$ cat config.mk
export PLATFORM = sky130hd
export DESIGN_NAME = dma_desc_queue
export DESIGN_NICKNAME = d
export VERILOG_FILES = /design/src/rtl/dma_desc_queue.sv
export SDC_FILE = /design/constraint.sdc
export NUM_CORES = 1
export LEC_CHECK = 0
export BUFFER_PORTS_ARGS = -buffer_cell sky130_fd_sc_hd__buf_2
export CORE_ASPECT_RATIO = 1.25
export CORE_UTILIZATION = 45
export CTS_CLUSTER_DIAMETER = 30
export DETAILED_ROUTE_END_ITERATION = 6
export PLACE_DENSITY = 0.7
export SETUP_SLACK_MARGIN = 0.1
export SKIP_LAST_GASP = 1
export SYNTH_ARGS = -nofsm -noshare
export SYNTH_HDL_FRONTEND = slang
export SYNTH_SLANG_ARGS = --single-unit
$ cat constraint.sdc
create_clock -name clk -period 10.9 [get_ports clk]
set_input_delay 2.725 -clock clk [delete_from_list [all_inputs] [get_ports clk]]
set_output_delay 2.725 -clock clk [all_outputs]
set_load 0.1 [all_outputs]
$ cat src/rtl/dma_desc_queue.sv
// Two-direction DMA descriptor queue with launchers that pulse start/address/length into the
// duplex AXI-stream DMA. Optional completion interrupt is enabled by defining DMA_DESC_IRQ_EN.
module dma_desc_queue #(
  parameter int DEPTH = 4,
  parameter int CNT_W = 16
) (
  input  logic                     clk,
  input  logic                     rst,
  input  logic                     enable,
  input  logic                     flush,
  input  logic                     desc_valid,
  output logic                     desc_ready,
  input  logic                     desc_dir,
  input  logic [63:0]              desc_addr,
  input  logic [31:0]              desc_len,
  output logic                     start_rx,
  output logic                     start_tx,
  output logic [63:0]              src_addr_rx,
  output logic [63:0]              dst_addr_tx,
  output logic [31:0]              len_pkts_rx,
  output logic [31:0]              len_pkts_tx,
  input  logic                     busy_rx,
  input  logic                     done_rx,
  input  logic                     busy_tx,
  input  logic                     done_tx,
  output logic [$clog2(DEPTH):0]   rx_level,
  output logic [$clog2(DEPTH):0]   tx_level,
  output logic [CNT_W-1:0]         rx_done_cnt,
  output logic [CNT_W-1:0]         tx_done_cnt,
  output logic                     err_zero_len,
  input  logic                     err_clr,
  output logic                     irq,
  input  logic                     irq_ack
);

  localparam int PTR_W = $clog2(DEPTH);
  localparam int LVL_W = PTR_W + 1;

  typedef enum logic [1:0] {
    IDLE  = 2'd0,
    START = 2'd1,
    WAIT  = 2'd2
  } state_t;

  // Index 0 is the RX direction, index 1 is TX.
  logic [63:0]      mem_addr [2][DEPTH];
  logic [31:0]      mem_len  [2][DEPTH];
  logic [PTR_W-1:0] wr_ptr   [2];
  logic [PTR_W-1:0] rd_ptr   [2];
  logic [LVL_W-1:0] level    [2];

  state_t           state      [2];
  logic             wait_first [2];
  logic             start_q    [2];
  logic [CNT_W-1:0] done_cnt   [2];

  logic             busy      [2];
  logic             done      [2];
  logic             full      [2];
  logic             nonempty  [2];
  logic             push      [2];
  logic             pop       [2];
  logic             launch    [2];
  logic             zero_pop  [2];
  logic             inc       [2];
  logic [63:0]      head_addr [2];
  logic [31:0]      head_len  [2];

  assign busy[0] = busy_rx;
  assign busy[1] = busy_tx;
  assign done[0] = done_rx;
  assign done[1] = done_tx;

  // Ready looks only at registered occupancy, so a same-cycle pop never frees a full FIFO.
  assign desc_ready = !flush && !(desc_dir ? full[1] : full[0]);
  assign push[0]    = desc_valid && desc_ready && !desc_dir;
  assign push[1]    = desc_valid && desc_ready && desc_dir;

  always_comb begin
    for (int d = 0; d < 2; d++) begin
      full[d]      = (level[d] == LVL_W'(DEPTH));
      nonempty[d]  = (level[d] != '0);
      head_addr[d] = nonempty[d] ? mem_addr[d][rd_ptr[d]] : '0;
      head_len[d]  = nonempty[d] ? mem_len[d][rd_ptr[d]]  : '0;
      // A flush in IDLE wins over a launch so the FSM never starts a dropped head.
      launch[d]    = (state[d] == IDLE) && nonempty[d] && enable && !busy[d] && !flush
                     && (head_len[d] != '0);
      zero_pop[d]  = (state[d] == IDLE) && nonempty[d] && enable && !busy[d] && !flush
                     && (head_len[d] == '0);
      inc[d]       = (state[d] == WAIT) && !wait_first[d] && done[d];
      pop[d]       = zero_pop[d] || inc[d];
    end
  end

  always_ff @(posedge clk) begin
    for (int d = 0; d < 2; d++) begin
      if (push[d]) begin
        mem_addr[d][wr_ptr[d]] <= desc_addr;
        mem_len[d][wr_ptr[d]]  <= desc_len;
      end
    end
  end

  always_ff @(posedge clk) begin
    if (rst) begin
      for (int d = 0; d < 2; d++) begin
        wr_ptr[d] <= '0;
        rd_ptr[d] <= '0;
        level[d]  <= '0;
      end
    end else begin
      for (int d = 0; d < 2; d++) begin
        if (pop[d]) rd_ptr[d] <= rd_ptr[d] + 1'b1;
        if (flush) begin
          // An in-flight head survives the flush; everything behind it is discarded.
          if (state[d] != IDLE) begin
            wr_ptr[d] <= rd_ptr[d] + 1'b1;
            level[d]  <= pop[d] ? LVL_W'(0) : LVL_W'(1);
          end else begin
            wr_ptr[d] <= rd_ptr[d];
            level[d]  <= '0;
          end
        end else begin
          if (push[d]) wr_ptr[d] <= wr_ptr[d] + 1'b1;
          level[d] <= level[d] + LVL_W'(push[d]) - LVL_W'(pop[d]);
        end
      end
    end
  end

  always_ff @(posedge clk) begin
    if (rst) begin
      for (int d = 0; d < 2; d++) begin
        state[d]      <= IDLE;
        wait_first[d] <= 1'b0;
        start_q[d]    <= 1'b0;
        done_cnt[d]   <= '0;
      end
    end else begin
      for (int d = 0; d < 2; d++) begin
        case (state[d])
          IDLE: begin
            if (launch[d]) begin
              state[d]   <= START;
              start_q[d] <= 1'b1;
            end
          end
          START: begin
            start_q[d]    <= 1'b0;
            wait_first[d] <= 1'b1;
            state[d]      <= WAIT;
          end
          WAIT: begin
            // The first WAIT cycle may still see the previous transfer's sticky done.
            wait_first[d] <= 1'b0;
            if (inc[d]) begin
              done_cnt[d] <= done_cnt[d] + 1'b1;
              state[d]    <= IDLE;
            end
          end
          default: begin
            state[d]   <= IDLE;
            start_q[d] <= 1'b0;
          end
        endcase
      end
    end
  end

  always_ff @(posedge clk) begin
    if (rst) begin
      err_zero_len <= 1'b0;
    end else if (zero_pop[0] || zero_pop[1]) begin
      err_zero_len <= 1'b1;
    end else if (err_clr) begin
      err_zero_len <= 1'b0;
    end
  end

`ifdef DMA_DESC_IRQ_EN
  always_ff @(posedge clk) begin
    if (rst) begin
      irq <= 1'b0;
    end else if (inc[0] || inc[1]) begin
      irq <= 1'b1;
    end else if (irq_ack) begin
      irq <= 1'b0;
    end
  end
`else
  logic unused_irq_ack;
  assign unused_irq_ack = irq_ack;
  assign irq = 1'b0;
`endif

  assign start_rx    = start_q[0];
  assign start_tx    = start_q[1];
  assign src_addr_rx = head_addr[0];
  assign dst_addr_tx = head_addr[1];
  assign len_pkts_rx = head_len[0];
  assign len_pkts_tx = head_len[1];
  assign rx_level    = level[0];
  assign tx_level    = level[1];
  assign rx_done_cnt = done_cnt[0];
  assign tx_done_cnt = done_cnt[1];

endmodule

==> summary.txt, run 1 <==
Clocking
  – Cells resized by post-CTS repair: 0
  – CTS sink count: 823
  – Clock Path Buffers: 3
  – Postcts setup bufs: 0
  – Clk_lat worst skew: 0.71 ns
  – Hold Buf Count CTS: 0
  – TritonCTS clock tree: yes
  – Root buf cell: clkbuf_16
  – Clk pin slew, worst setup/hold paths: 0.04 ns
  – H-tree levels: 4
  – Total CTS buffers: 131

Yosys
  – Post-synth EDFFs: 819
  – Register area share after synthesis: 0.767
  – Number of synthesis warnings: 0
  – Synth cell types: 50
  – FFs w/ async S/R, synth: 0
  – Yosys top cell area share: 0.764
  – Area leader, netlist: edfxtp_1
  – Post-synthesis cell count: 1545
  – Top cells by count, synth: edfxtp_1, nor2b_1, mux4_2, nor2_1, clkbuf_1
  – Main synth FF type: edfxtp_1
  – Syn_area_per_cell: 20.8 um2
  – Cell Area, Synth: 32200 um2
  – Cell with the most instances after synthesis: edfxtp_1
  – Top cells by area, synth: edfxtp_1, mux4_2, nor2b_1
  – Synth Register Bits: 823

Timing
  – Max_slew headroom: 0.282
  – Final worst slack: 4.41 ns
  – Fin. Hold Viols: 0
  – Worst slew pin tran: 1.08 ns
  – Unrepaired setup endpoints after global routing: no
  – Slew Viols, Final: 0
  – Period utilization: 0.595
  – FMAX: 154 MHz
  – Clk_skew: 0.0261 ns
  – Setup TNS: 0 ns
  – Final setup fails: 0
  – Final min period: 6.49 ns

Route
  – Vias: 16590
  – Total wire length: 74500 um
  – Initial DRT Pass Iterations: 5
  – Residual DRC: 0
  – Final ANT Viol Nets: 0
  – WL/cell: 24.6 um
  – Routed vias/inst: 5.48
  – DR iter-0 viols: 1257

Setup path
  – Worst stage delay on the critical path: 0.51 ns
  – Crit path DAT: 3.76 ns
  – CP startpoint: desc_dir
  – Critical Path End Type: output pin
  – Most used cell, CP: buf_2
  – Cell Chain, Critical Path: buf_2 -> nor4b_1 -> nor3_1 -> buf_2
  – Required @ worst endpoint: 8.18 ns
  – Startpoint Class: input pin
  – Reg-to-reg startpoint: rd_ptr[0][1]
  – Crit-path slowest cell: nor4b_1
  – Setup CP Type: input pin to output pin
  – Crit Path Max Fanout: 4

Global routing
  – First-pass GRT wire length: 108000 um
  – Number of global-route vias before repair: 17410
  – Largest net degree at the start of global routing: 103
  – Grt total ovfl: 0
  – GRT Total Usage: 0.207
  – Initial antenna violation count: 11

Floorplanning
  – Top Ports: 343
  – Core area: 70800 um2
  – Die ar.: 72600 um2
  – Die width: 241 um
  – Die height: 301 um
  – Rows: 109
  – Initial Utilization: 0.455

Placement
  – DP Wirelength: 41100 um
  – Number of I/O port buffers: 340
  – Pre-CTS WS: 4.44 ns
  – Routability cong.: 0.763
  – Inst Count DP: 2778
  – Post-DP Area: 35000 um2

Cells and area
  – Area Overhead vs Synth: 22.9%
  – Filler cell count: 5279
  – Final nets: 2092
  – Finished Layout Cells: 3025
  – Post-route design area: 39600 um2
  – Layout Utilization: 0.559
  – Layout cell share with drive strength beyond 1: 0.377

Pwr
  – Pwr/cell area: 228 nW/um2
  – Worst VDD drop: 0.216 mV
  – Leak pwr: 0.0135 uW

Run
  – Max-cap violations: 0

Run status
  – Run status: completed

Hold path
  – Min-delay src: start_q[1]
  – Hold Crit Class: register to register
worst paths after layout:
check                                   end  slack (ns)  depth (start not counted)
worst max-delay path             desc_ready        4.41                          4
worst min-delay path             start_q[1]        0.45                          2
worst max register to register  level[0][2]        5.50                         13
worst min register to register   start_q[1]        0.45                          2
metrics by stage:
stage / power (uW) / hold WS, ns
after floorplan: 4580 / 0.439
after global placement: 4820 / 0.451
after detailed placement: 4840 / 0.438
after CTS: 9080 / 0.445
after global routing: 9250 / 0.481
final: 9010 / 0.445
report_power, final:
part,leakage (uW),total [uW],internal [uW],switching [uW]
logic,0.00381,1190,234,952
clock network,0.00218,4240,2750,1490
registers,0.00750,3580,3560,27.3
total,0.0135,9010,6530,2470
registers in the layout (all words and copies together) (netlist names):
name / count
wr_ptr: 4
rd_ptr: 4
mem_len: 256
mem_addr: 512
err_zero_len: 1
start_q: 2
state: 4
done_cnt: 32
level: 6
wait_first: 2
cell families after synthesis:
logic type      share of synthesized area
compound gates                    0.00544
other cells                      0.000233
buf+inv                            0.0125
mux                                 0.134
simple gates                       0.0643
flops                               0.767
xor+xnor                          0.00926
fa+ha+maj                         0.00700
worst max-delay path: cells and delay by family:
family	cells	cell delay [ns]
buf+inv	2	0.44
simple gates	2	0.59
area by class of cell:
class | instances | area [um2] | share of cell area
flip-flops and latches | 823 | 24700 | 0.624
inverters | 22 | 82.6 | 0.00209
diodes | 6 | 15.0 | 0.000380
clock buffers | 150 | 3430 | 0.0868
multi-input cells | 631 | 7150 | 0.181
repair buffers | 359 | 1870 | 0.0473
well taps | 943 | 1180 | 0.0298
clock inverters | 91 | 1150 | 0.0291
layer usage:
metal	global-route usage	wire (um)	vias up
li1	-	-	7120
met1	0.262	29400	8689
met2	0.341	37400	646
met3	0.0600	5880	123
met4	0.0735	1700	12
met5	0	59	-
layout by cell type, fill, tap and decap left out, types with 4 or more instances in the layout:
cell,count
nor4_1,16
nor2b_1,194
ha_1,14
xor2_1,16
xnor2_1,18
a21oi_1,6
a41oi_1,4
clkbuf_16,135
nand3_1,11
clkinv_8,6
buf_4,17
and2_4,8
clkbuf_1,15
clkinv_4,15
clkinv_1,9
nand4_1,11
edfxtp_1,819
nand2_1,25
and4_1,5
buf_2,340
bufinv_16,19
clkinvlp_4,17
inv_1,22
clkinv_2,10
inv_6,12
dfxtp_1,4
nor2_1,46
nor3_1,7
conb_1,7
diode_2,6
mux4_2,192
and3_1,8
No activity file was read; power rests on OpenSTA's default activity.
==> inputs of run 2 (changes only) <==
==> constraint.sdc (replaced) <==
create_clock -name clk -period 6.4 [get_ports clk]
set_input_delay 1.6 -clock clk [delete_from_list [all_inputs] [get_ports clk]]
set_output_delay 1.6 -clock clk [all_outputs]
set_load 0.1 [all_outputs]
==> summary.txt, run 2 (synthesis gave the netlist of run 1 again) <==
Pwr
  – Worst VDD drop: 0.283 mV
  – Leak pwr: 0.0137 uW
  – Pwr/cell area: 391 nW/um2
  – Power, Total: 15600 uW

Setup path
  – Setup CP Type: register to output pin
  – CP startpoint: rd_ptr[0][0]
  – Cell Chain, Critical Path: buf_4 -> buf_4 -> mux4_2 -> nor2b_1 -> buf_2
  – Startpoint Class: register
  – Worst stage delay on the critical path: 1.08 ns
  – Instance count on the critical path: 5
  – Flop2flop setup slack: 1.38 ns
  – R2r endpoint: level[0][2]
  – Reg-to-reg startpoint: rd_ptr[0][0]
  – Crit-path slowest cell: edfxtp_1
  – Cell family contributing the most delay on the critical path: buffers and inverters
  – Crit path DAT: 4.02 ns
  – Required @ worst endpoint: 4.80 ns
  – Most used cell, CP: buf_4
  – Critical Path End Type: output pin
  – Worst reg-to-reg path cell count: 14
  – Worst path bufs/invs: 3
  – Crit Path Max Fanout: 27

Route
  – Routed vias/inst: 5.48
  – Vias: 16673
  – Initial DRT Pass Iterations: 5
  – Total wire length: 74400 um
  – WL/cell: 24.5 um
  – Final ANT Viol Nets: 0
  – DR iter-0 viols: 1159
  – Residual DRC: 0

Hold path
  – Hold depth: 2
  – Hold-critical path endpoint: wait_first[1]
  – Hold Crit Class: register to register
  – Min-delay src: wait_first[1]

Timing
  – Max_slew headroom: 0.174
  – FMAX: 178 MHz
  – Clk_skew: 0.0447 ns
  – Final min period: 5.62 ns
  – Final setup fails: 0
  – Slew Viols, Final: 0
  – Worst slew pin tran: 1.23 ns
  – Period utilization: 0.878
  – Fin. Hold Viols: 0
  – Unrepaired setup endpoints after global routing: no
  – Setup TNS: 0 ns

Floorplanning
  – Die ar.: 72600 um2
  – Die height: 301 um
  – Rows: 109
  – Top Ports: 343
  – Die width: 241 um
  – Initial Utilization: 0.455
  – Core area: 70800 um2

Placement
  – Routability cong.: 0.789
  – DP Wirelength: 43500 um
  – Number of I/O port buffers: 340

Clocking
  – CTS sink count: 823
  – Cells resized by post-CTS repair: 0
  – Postcts setup bufs: 0
  – TritonCTS clock tree: yes
  – H-tree levels: 4
  – Clock Path Buffers: 3
  – Hold Buf Count CTS: 0
  – Clk pin slew, worst setup/hold paths: 0.05 ns
  – Clk_lat worst skew: 0.71 ns
  – Root buf cell: clkbuf_16
  – Total CTS buffers: 138

Cells and area
  – Max reg flops: 512
  – Filler cell count: 5291
  – Most frequent cells in the layout: edfxtp_1, buf_2, nor2b_1
  – Area Overhead vs Synth: 23.9%
  – Layout cell share with drive strength beyond 1: 0.385
  – Most common cell after layout, fill and taps aside: edfxtp_1
  – Register area: 24700 um2
  – Final nets: 2116
  – Multi-input gate area: 7150 um2

Global routing
  – GRT Total Usage: 0.210
  – Grt total ovfl: 0
  – Number of global-route vias before repair: 17670
  – First-pass GRT wire length: 109000 um
  – Initial antenna violation count: 9
  – Largest net degree at the start of global routing: 98

Run status
  – Run status: completed

Run
  – Max-cap violations: 0
-- run 2: how the worst max path moves through the flow --
stage | end | slack (ns)
final | src_addr_rx[40] | 0.78
after global routing | src_addr_rx[56] | 0.44
after CTS | src_addr_rx[62] | 0.54
after detailed placement | level[0][2] | 1.24
after global placement | level[0][2] | 1.26
after floorplan | desc_ready | 0.93
-- run 2: report_power, final --
part	internal (uW)	switching (uW)	total, uW
clock network	4860	2600	7460
logic	403	1610	2020
registers	6060	56.0	6110
total	11300	4270	15600
-- run 2: metal layers --
metal	routed length (um)	track usage
met2	37500	0.347
met3	5580	0.0614
met4	2210	0.0862
met1	29100	0.257
met5	60	0
-- run 2: tightest hold or removal path, cell delays in order, from the launching register on --
cell and delay, ns:
dfxtp_1 0.31, nand2_1 0.05, a21oi_1 0.05
-- run 2: per-stage QoR --
stage          instance area [um2]  hold slack (ns)  setup WS (ns)  std cells   util
5_1_grt                      39900            0.498          0.436       3040  0.563
2_1_floorplan                32200            0.439          0.929       1550      -
3_5_place_dp                 35100            0.456           1.24       2795  0.496
4_1_cts                      39900            0.464          0.535       3039  0.563
3_3_place_gp                 35100            0.435           1.26       2795  0.496
6_report                     39900            0.464          0.782       3042  0.563
-- run 2: cell type report --
class / instances / area share
Timing Repair Buffer: 376 / 0.0507
Clock inverter: 95 / 0.0294
Clock buffer: 149 / 0.0898
Inverter: 22 / 0.00207
Sequential cell: 823 / 0.619
Tap cell: 943 / 0.0296
Antenna cell: 3 / 0.000188
Multi-Input combinational cell: 631 / 0.179
